==> src/rtl/minv_host_ctrl_if.sv <==
// Word-serial link between the host sequencer (master) and the 256-bit
// modular-inverse unit (slave): load/unload strobes, data words, completion.
interface minv_host_ctrl_if #(
  parameter int W = 16
);
  logic [W-1:0] datain;
  logic         loada;
  logic         loadp;
  logic         minv_en;
  logic         outx1;
  logic         outx2;
  logic         outt;
  logic         minv_rdy;
  logic [1:0]   minv_flag;
  logic [W-1:0] regx1out;
  logic [W-1:0] regx2out;
  logic [W-1:0] regtout_16;

  modport master (
    output datain, loada, loadp, minv_en, outx1, outx2, outt,
    input  minv_rdy, minv_flag, regx1out, regx2out, regtout_16
  );

  modport slave (
    input  datain, loada, loadp, minv_en, outx1, outx2, outt,
    output minv_rdy, minv_flag, regx1out, regx2out, regtout_16
  );
endinterface

==> src/rtl/minv_host_ctrl.sv <==
// Host sequencer for the modular-inverse unit: serializes a/p, starts the unit,
// unloads the flagged result register. Optional WAIT timeout: MINV_TIMEOUT_EN.
module minv_host_ctrl #(
  parameter int W     = 16,
  parameter int WORDS = 16,
  parameter int OPW   = W * WORDS
`ifdef MINV_TIMEOUT_EN
  , parameter int TIMEOUT = 8192
`endif
) (
  input  logic           clk,
  input  logic           rst_n,
  input  logic           start_i,
  input  logic [OPW-1:0] a_i,
  input  logic [OPW-1:0] p_i,
  output logic           busy_o,
  output logic           done_o,
  output logic           err_o,
  output logic [OPW-1:0] result_o,
  minv_host_ctrl_if.master unit
);

  typedef enum logic [2:0] {
    S_IDLE, S_LOAD_A, S_LOAD_P, S_START, S_WAIT, S_UNLOAD, S_DONE
  } state_t;

  localparam int            CW   = $clog2(WORDS);
  localparam logic [CW-1:0] LAST = CW'(WORDS - 1);

  localparam logic [1:0] FLAG_X1  = 2'b00;
  localparam logic [1:0] FLAG_X2  = 2'b01;
  localparam logic [1:0] FLAG_T   = 2'b11;
  localparam logic [1:0] FLAG_BAD = 2'b10;

  state_t         state_q, state_d;
  logic [CW-1:0]  cnt_q, cnt_d;
  logic [OPW-1:0] a_q, a_d;
  logic [OPW-1:0] p_q, p_d;
  logic [OPW-1:0] res_q, res_d;
  logic [1:0]     flag_q, flag_d;
  logic           err_q, err_d;
  logic           guard_q, guard_d;
  logic [W-1:0]   unload_word;

`ifdef MINV_TIMEOUT_EN
  localparam int TW = $clog2(TIMEOUT + 1);
  logic [TW-1:0] wcnt_q, wcnt_d;
`endif

  // NOTE: sequential state uses non-blocking assignments so every register
  // samples the pre-edge values; all state, including the wide shift
  // registers, is cleared by the asynchronous reset.
  always_ff @(posedge clk or negedge rst_n) begin
    if (!rst_n) begin
      state_q <= S_IDLE;
      cnt_q   <= '0;
      a_q     <= '0;
      p_q     <= '0;
      res_q   <= '0;
      flag_q  <= '0;
      err_q   <= 1'b0;
      guard_q <= 1'b0;
`ifdef MINV_TIMEOUT_EN
      wcnt_q  <= '0;
`endif
    end else begin
      state_q <= state_d;
      cnt_q   <= cnt_d;
      a_q     <= a_d;
      p_q     <= p_d;
      res_q   <= res_d;
      flag_q  <= flag_d;
      err_q   <= err_d;
      guard_q <= guard_d;
`ifdef MINV_TIMEOUT_EN
      wcnt_q  <= wcnt_d;
`endif
    end
  end

  always_comb begin
    unload_word = '0;
    case (flag_q)
      FLAG_X1: unload_word = unit.regx1out;
      FLAG_X2: unload_word = unit.regx2out;
      FLAG_T:  unload_word = unit.regtout_16;
      default: unload_word = '0;
    endcase
  end

  // NOTE: every next-state signal gets its hold value first, so no path
  // through the case statement can leave one unassigned and infer a latch.
  always_comb begin
    state_d = state_q;
    cnt_d   = cnt_q;
    a_d     = a_q;
    p_d     = p_q;
    res_d   = res_q;
    flag_d  = flag_q;
    err_d   = err_q;
    guard_d = guard_q;
`ifdef MINV_TIMEOUT_EN
    wcnt_d  = wcnt_q;
`endif
    case (state_q)
      S_IDLE: begin
        if (start_i) begin
          a_d     = a_i;
          p_d     = p_i;
          err_d   = 1'b0;
          cnt_d   = '0;
          state_d = S_LOAD_A;
        end
      end
      S_LOAD_A: begin
        a_d   = a_q >> W;
        cnt_d = cnt_q + 1'b1;
        if (cnt_q == LAST) state_d = S_LOAD_P;
      end
      S_LOAD_P: begin
        p_d   = p_q >> W;
        cnt_d = cnt_q + 1'b1;
        if (cnt_q == LAST) state_d = S_START;
      end
      S_START: begin
        guard_d = 1'b1;
`ifdef MINV_TIMEOUT_EN
        wcnt_d  = '0;
`endif
        state_d = S_WAIT;
      end
      S_WAIT: begin
        // The first WAIT cycle may still see rdy left over from the last run.
        guard_d = 1'b0;
        if (!guard_q && unit.minv_rdy) begin
          flag_d = unit.minv_flag;
          if (unit.minv_flag == FLAG_BAD) begin
            err_d   = 1'b1;
            res_d   = '0;
            state_d = S_DONE;
          end else begin
            cnt_d   = '0;
            state_d = S_UNLOAD;
          end
        end
`ifdef MINV_TIMEOUT_EN
        else if (wcnt_q == TW'(TIMEOUT - 1)) begin
          err_d   = 1'b1;
          res_d   = '0;
          state_d = S_DONE;
        end else begin
          wcnt_d = wcnt_q + 1'b1;
        end
`endif
      end
      S_UNLOAD: begin
        // Words arrive LSW first; after WORDS shifts the first one is at the bottom.
        res_d = {unload_word, res_q[OPW-1:W]};
        cnt_d = cnt_q + 1'b1;
        if (cnt_q == LAST) state_d = S_DONE;
      end
      S_DONE: begin
        state_d = S_IDLE;
      end
      default: begin
        state_d = S_IDLE;
      end
    endcase
  end

  assign unit.loada   = (state_q == S_LOAD_A);
  assign unit.loadp   = (state_q == S_LOAD_P);
  assign unit.minv_en = (state_q == S_START);
  assign unit.datain  = unit.loada ? a_q[W-1:0] :
                        unit.loadp ? p_q[W-1:0] : '0;
  assign unit.outx1   = (state_q == S_UNLOAD) && (flag_q == FLAG_X1);
  assign unit.outx2   = (state_q == S_UNLOAD) && (flag_q == FLAG_X2);
  assign unit.outt    = (state_q == S_UNLOAD) && (flag_q == FLAG_T);

  assign busy_o   = (state_q != S_IDLE) && (state_q != S_DONE);
  assign done_o   = (state_q == S_DONE);
  assign err_o    = err_q;
  assign result_o = res_q;

endmodule

==> src/flat_wrapper.sv <==
// flat-port wrapper written by rule: the top's interface ports become plain ports
module minv_host_ctrl_flat 
#(
  parameter int W     = 16,
  parameter int WORDS = 16,
  parameter int OPW   = W * WORDS

)
  (clk, rst_n, start_i, a_i, p_i, busy_o, done_o, err_o, result_o, unit_datain, unit_loada, unit_loadp, unit_minv_en, unit_outx1, unit_outx2, unit_outt, unit_minv_rdy, unit_minv_flag, unit_regx1out, unit_regx2out, unit_regtout_16);
  minv_host_ctrl_if #(.W(W)) unit_i ();
  input  logic clk;
  input  logic rst_n;
  input  logic start_i;
  input  logic [OPW-1:0] a_i;
  input  logic [OPW-1:0] p_i;
  output logic busy_o;
  output logic done_o;
  output logic err_o;
  output logic [OPW-1:0] result_o;
  output wire logic [$bits(unit_i.datain)-1:0] unit_datain;
  output wire logic [$bits(unit_i.loada)-1:0] unit_loada;
  output wire logic [$bits(unit_i.loadp)-1:0] unit_loadp;
  output wire logic [$bits(unit_i.minv_en)-1:0] unit_minv_en;
  output wire logic [$bits(unit_i.outx1)-1:0] unit_outx1;
  output wire logic [$bits(unit_i.outx2)-1:0] unit_outx2;
  output wire logic [$bits(unit_i.outt)-1:0] unit_outt;
  input wire logic [$bits(unit_i.minv_rdy)-1:0] unit_minv_rdy;
  input wire logic [$bits(unit_i.minv_flag)-1:0] unit_minv_flag;
  input wire logic [$bits(unit_i.regx1out)-1:0] unit_regx1out;
  input wire logic [$bits(unit_i.regx2out)-1:0] unit_regx2out;
  input wire logic [$bits(unit_i.regtout_16)-1:0] unit_regtout_16;
  assign unit_datain = unit_i.datain;
  assign unit_loada = unit_i.loada;
  assign unit_loadp = unit_i.loadp;
  assign unit_minv_en = unit_i.minv_en;
  assign unit_outx1 = unit_i.outx1;
  assign unit_outx2 = unit_i.outx2;
  assign unit_outt = unit_i.outt;
  assign unit_i.minv_rdy = unit_minv_rdy;
  assign unit_i.minv_flag = unit_minv_flag;
  assign unit_i.regx1out = unit_regx1out;
  assign unit_i.regx2out = unit_regx2out;
  assign unit_i.regtout_16 = unit_regtout_16;
  minv_host_ctrl #(.W(W), .WORDS(WORDS), .OPW(OPW)) u_core (.clk(clk), .rst_n(rst_n), .start_i(start_i), .a_i(a_i), .p_i(p_i), .busy_o(busy_o), .done_o(done_o), .err_o(err_o), .result_o(result_o), .unit(unit_i));
endmodule
==> config.mk <==
export PLATFORM = sky130hd
export DESIGN_NAME = minv_host_ctrl_flat
export DESIGN_NICKNAME = d
export VERILOG_FILES = /design/src/rtl/minv_host_ctrl_if.sv /design/src/rtl/minv_host_ctrl.sv /design/src/flat_wrapper.sv
export SDC_FILE = /design/constraint.sdc
export NUM_CORES = 2
export LEC_CHECK = 0
export BUFFER_PORTS_ARGS = -buffer_cell sky130_fd_sc_hd__clkbuf_2
export CORE_AREA = 10 10 321 323
export CTS_CLUSTER_DIAMETER = 100
export DETAILED_ROUTE_END_ITERATION = 10
export DIE_AREA = 0 0 331 333
export SKIP_CTS_REPAIR_TIMING = 1
export SYNTH_ARGS = -nofsm -noshare
export SYNTH_HDL_FRONTEND = slang
export SYNTH_SLANG_ARGS = --single-unit
==> constraint.sdc <==
create_clock -name clk -period 2 [get_ports clk]
set_clock_uncertainty 0.15 [all_clocks]
set_input_delay 0 -clock clk [delete_from_list [all_inputs] [get_ports clk]]
set_output_delay 0 -clock clk [all_outputs]
set_load 0.03 [all_outputs]
# == Yosys cells after proc, flatten, opt, wreduce, memory -nomap -nowiden ==
# Index checks and enable logic that the tools add are counted.
# Widths: inputs -> output; s select.
# word_totals
register_bits,779
input_bits,566
# classes
n_addsub,1
n_eq_ne,18
n_mux,26
n_reduce_logical,23
# ops
op,count
$pmux 256 s2,3
$mux 256,4
$pmux 16 s3,1
$mux 16,2
$pmux 3 s6,1
$mux 3,5
$mux 4,3
$pmux 4 s3,1
$reduce_bool 2->1,5
$eq 3x3->1 const B,3
$ne 2x2->1 const B,4
$reduce_and 4->1,2
$eq 3x2->1 const B,2
$ne 2x1->1 const B,3
$reduce_and 2->1,3
$reduce_bool 3->1,2
$logic_and 1x1->1,5
$reduce_and 5->1,1
$add 4x1->4 const B,1
$eq 2x2->1 const B,2
$eq 4x4->1 const B,1
$pmux 1 s2,2
$eq 3x1->1 const B,1
$logic_not 3->1,1
8 further kinds,10

# == Logic depth before layout (Yosys ltp) ==
# logic_depth
depth_word,4
depth_mapped,8
depth_no_buf,5

# == Worst setup path before layout ==
# OpenSTA, ideal clock, no wires.
# synth_path
path_kind,flip-flop to output port
start,register u_core.state_q[2]
end,output port unit_datain[10]
arrival_ps,1744
t_required_ps,1850
setup_slack_ps,106
stages_incl_launch_ff,8
cell_sequence,dfrtp_1 > buf_2 > or3b_1 > buf_4 > inv_2 > buf_4 > buf_6 > a22o_1
# synth_between
elab_chain_cells,3
# synth_rtl
element,line,rtl
from (decl),minv_host_ctrl.sv:35,"state_t state_q, state_d;"
from (signal assigned),minv_host_ctrl.sv:67,state_q <= state_d;
$eq 3x2->1,minv_host_ctrl.sv:172,assign unit.loadp = (state_q == S_LOAD_P);
named net unit_loadp,flat_wrapper.sv:22,output wire logic [$bits(unit_i.loadp)-1:0] unit_loadp;
$mux 16,minv_host_ctrl.sv:175,unit.loadp ? p_q[W-1:0] : '0;
$mux 16,minv_host_ctrl.sv:174,assign unit.datain = unit.loada ? a_q[W-1:0] :
to (decl),flat_wrapper.sv:20,output wire logic [$bits(unit_i.datain)-1:0] unit_datain;
# The timed path passes the listed nets, and every way through them passes these cells.

# == Final worst setup path ==
# layout_path
start,register u_core.state_q[1]
end,"register u_core.res_q[241], in the netlist u_core.result_o[241]"
# layout_between
elab_chain_cells,3
# layout_rtl
element,line,rtl
$eq 3x3->1,minv_host_ctrl.sv:105,case (state_q)
$ne 2x1->1 (no line) or $reduce_bool 2->1 (tied branches),n/a,
$reduce_and 3->1 (no line),n/a,
to (signal assigned),minv_host_ctrl.sv:71,res_q <= res_d;
to (decl),minv_host_ctrl.sv:39,"logic [OPW-1:0] res_q, res_d;"
# Parallel ways exist; a longest one is shown, timed or not.
# A chain may end at the register's enable or synchronous reset.

==> impl_metrics.env <==
export IMPL_outcome="finished with violations"
export IMPL_failed_checks="setup timing"
export IMPL_syn_area_sq_um=32100
export IMPL_post_route_period_util_pct=119
export IMPL_met3_usage_pct=5.23
export IMPL_grt_busiest_layer="met2"
export IMPL_seq_area_frac_synth_pct=60.8
export IMPL_synth_common_cells="dfrtp_1 (779), nor2_1 (727), nand2_1 (533)"
export IMPL_post_route_drc_count=0
export IMPL_die_y_um=333
export IMPL_finalSetupViolCount=734
export IMPL_ys_types=45
export IMPL_routed_wire_length_per_instance_um=23.5
export IMPL_initial_utilization_pct=33.3
export IMPL_synthCells=3175
export IMPL_grt_pass1_vias=28211
export IMPL_worst_path_buf_inv=5
export IMPL_vias=32599
export IMPL_leakagePower_nw=23.2
export IMPL_place_area_sq_um=38700
export IMPL_period_needed_ns=2.38
export IMPL_nFillCells=8326
export IMPL_reg2regPathDepth=9
export IMPL_yosysMostFrequentCell="dfrtp_1"
export IMPL_worst_slew_pin_slew_ns=0.651
export IMPL_crit_chain="buf_6, buf_4, buf_6, or2_1, or3_4, o211ai_4, buf_12, buf_12, a22o_1"
export IMPL_final_nets=5267
export IMPL_rsz0062_at_grt="yes"
export IMPL_ant_nets=0
export IMPL_multi_input_area_sq_um=11100
export IMPL_min_path_type="input port to flop"
export IMPL_drive_above_1_share_pct=25.8
export IMPL_vdd_drop_max_v=0.000868
export IMPL_worstPathRequired_ns=2.42
export IMPL_antenna_found_initial=38
export IMPL_async_flop_share_pct=100
export IMPL_syn_to_final_growth_pct=51.5
export IMPL_synth_top_area_share_pct=60.8
export IMPL_cpPeakStageDelay_ns=0.42
export IMPL_firstDrtPassIters=6
export IMPL_clk_path_buf_depth=3
export IMPL_design_area_sq_um=48600
export IMPL_finalHoldViolations=0
export IMPL_synthesis_nets=3742
export IMPL_cts_buffers=86
export IMPL_cp_top_family="buffers and inverters"
export IMPL_grt_max_degree=93
export IMPL_drt_wl_total_mm=143
export IMPL_cp_num_cells=9
export IMPL_setup_worst_path_end_class="flop"
export IMPL_port_buffer_count=846
export IMPL_grt_use_met2_pct=36.1
export IMPL_dpl_hpwl_mm=97.4
export IMPL_max_freq_ghz=0.421
export IMPL_die_w_um=331
export IMPL_synth_flop_cell="dfrtp_1"
export IMPL_cts_tree="built"
export IMPL_critical_path_class="flop to flop"
export IMPL_fin_ws_ns=-0.375
export IMPL_grt_pass1_wl_mm=182
export IMPL_place_ws_ns=-0.161
export IMPL_maxCapViolations=0
export IMPL_globalRouteOverflowTotal=0
export IMPL_cp_arrival_ns=2.80
export IMPL_yosysTopAreaCell="dfrtp_1"
export IMPL_avgSynthCellArea_sq_um=10.1
export IMPL_htreeDepth=3
export IMPL_holdPathStages=4
export IMPL_synth_top_cells_by_area="dfrtp_1 (61%), nor2_1 (8.5%), a22o_1 (7.9%)"
export IMPL_ys_warn_count=0
export IMPL_grt_use_met1_pct=27.1
export IMPL_final_seq_area_sq_um=19500
export IMPL_core_area_sq_um=96300
export IMPL_num_io_pins=847
export IMPL_cp_start_kind="flop"
export IMPL_dieArea_sq_um=110000
export IMPL_crit_slowest_cell="dfrtp_1"
export IMPL_fin_util_pct=50.5
export IMPL_cts_sinks=779
export IMPL_p_per_area_nw_per_um2=1480
export IMPL_synth_edf_count=0
export IMPL_rows=114
export IMPL_ys_seq_elements=779
export IMPL_slew_headroom_pct=56.2
export IMPL_cts_clk_slew_worst_paths_ns=0.06
export IMPL_cp_max_fo=26
export IMPL_grt_use_total_pct=21.7
export IMPL_clk_latency_ns=0.65
export IMPL_whs_ns=0.00512
export IMPL_cts_root_buf="clkbuf_16"
export IMPL_drt_iter0_drc=2811
export IMPL_vias_per_cell=5.37
export IMPL_power_mw=71.9
export IMPL_gp_congestion=0.926
export IMPL_report_final_slew_viol_count=0
[placed cells by master (no fill, tap or decap), drive strengths merged, types with 4 or more instances in the layout]
cell and n:
nor2 729, o21ai 20, clkbuf 959, a21oi 20, or2 4, bufinv 5
o22ai 240, diode 35, a31oi 241, dfrtp 779, dlygate4sd3 629, inv 5
clkinv 9, a22o 288, buf 242, nand2 534, mux2i 17
[per-layer routing]
| metal | wire length [um] | up-vias |
|---|---|---|
| met4 | 9040 | 14 |
| li1 | - | 14227 |
| met3 | 12900 | 578 |
| met2 | 67400 | 1883 |
| met5 | 93 | - |
| met1 | 53400 | 15897 |
[stage by stage]
stage	TNS [ns]	instances
floorplan	0	3175
global placement	-2.19	5237
detailed placement	-18.95	5237
CTS	-39.23	5385
global route	-213.54	6065
finish	-143.19	6071
[power by group]
group | total, mW | switching [mW] | internal [mW] | leakage, nW
Combinational | 28.8 | 17.1 | 11.7 | 12.3
Clock | 16.2 | 6.52 | 9.69 | 1.42
Sequential | 26.9 | 4.84 | 22.1 | 9.42
Total | 71.9 | 28.4 | 43.4 | 23.2
[logic make-up (layout without fill, tap and decap cells)]
logic type,after synthesis,after routing,share of synthesized area (%)
mux,20,20,0.636
buf+inv,267,1852,5.09
other cells,0,35,0
compound gates,815,815,18.0
flops,779,779,60.8
simple gates,1293,1293,15.4
fa+ha+maj,1,1,0.0390
[worst paths after layout]
kind,from,endpoint,slack [ns]
max,u_core.state_q[1],u_core.result_o[241],-0.38
max reg2reg,u_core.state_q[1],u_core.result_o[241],-0.38
max in group asynchronous,rst_n,u_core.p_q[197],0.68
min,a_i[93],u_core.a_q[93],0.005
min reg2reg,u_core.p_q[47],u_core.p_q[47],0.35
min in group asynchronous,rst_n,u_core.p_q[108],0.48
[sequential cells by signal, summed over array words and instances (netlist names)]
signal / count
u_core.a_q: 256
u_core.cnt_q: 4
u_core.err_o: 1
u_core.flag_q: 2
u_core.guard_q: 1
u_core.p_q: 256
u_core.result_o: 256
u_core.state_q: 3
[final cells by class]
class / count / area share, %
Sequential cell: 779 / 40.1
Timing Repair Buffer: 1700 / 27.6
Multi-Input combinational cell: 2129 / 22.8
Clock buffer: 130 / 5.41
Tap cell: 1276 / 3.29
Clock inverter: 18 / 0.520
Antenna cell: 35 / 0.180
Inverter: 4 / 0.0592
[worst register-to-register path, stage by stage, from the launching register on]
cell and delay [ns]:
dfrtp_1 0.42, buf_6 0.14, buf_4 0.13, buf_6 0.11
or2_1 0.25, or3_4 0.36, o211ai_4 0.16, buf_12 0.22
buf_12 0.21, a22o_1 0.17
Note: power is estimated with default switching activity, not from simulation.
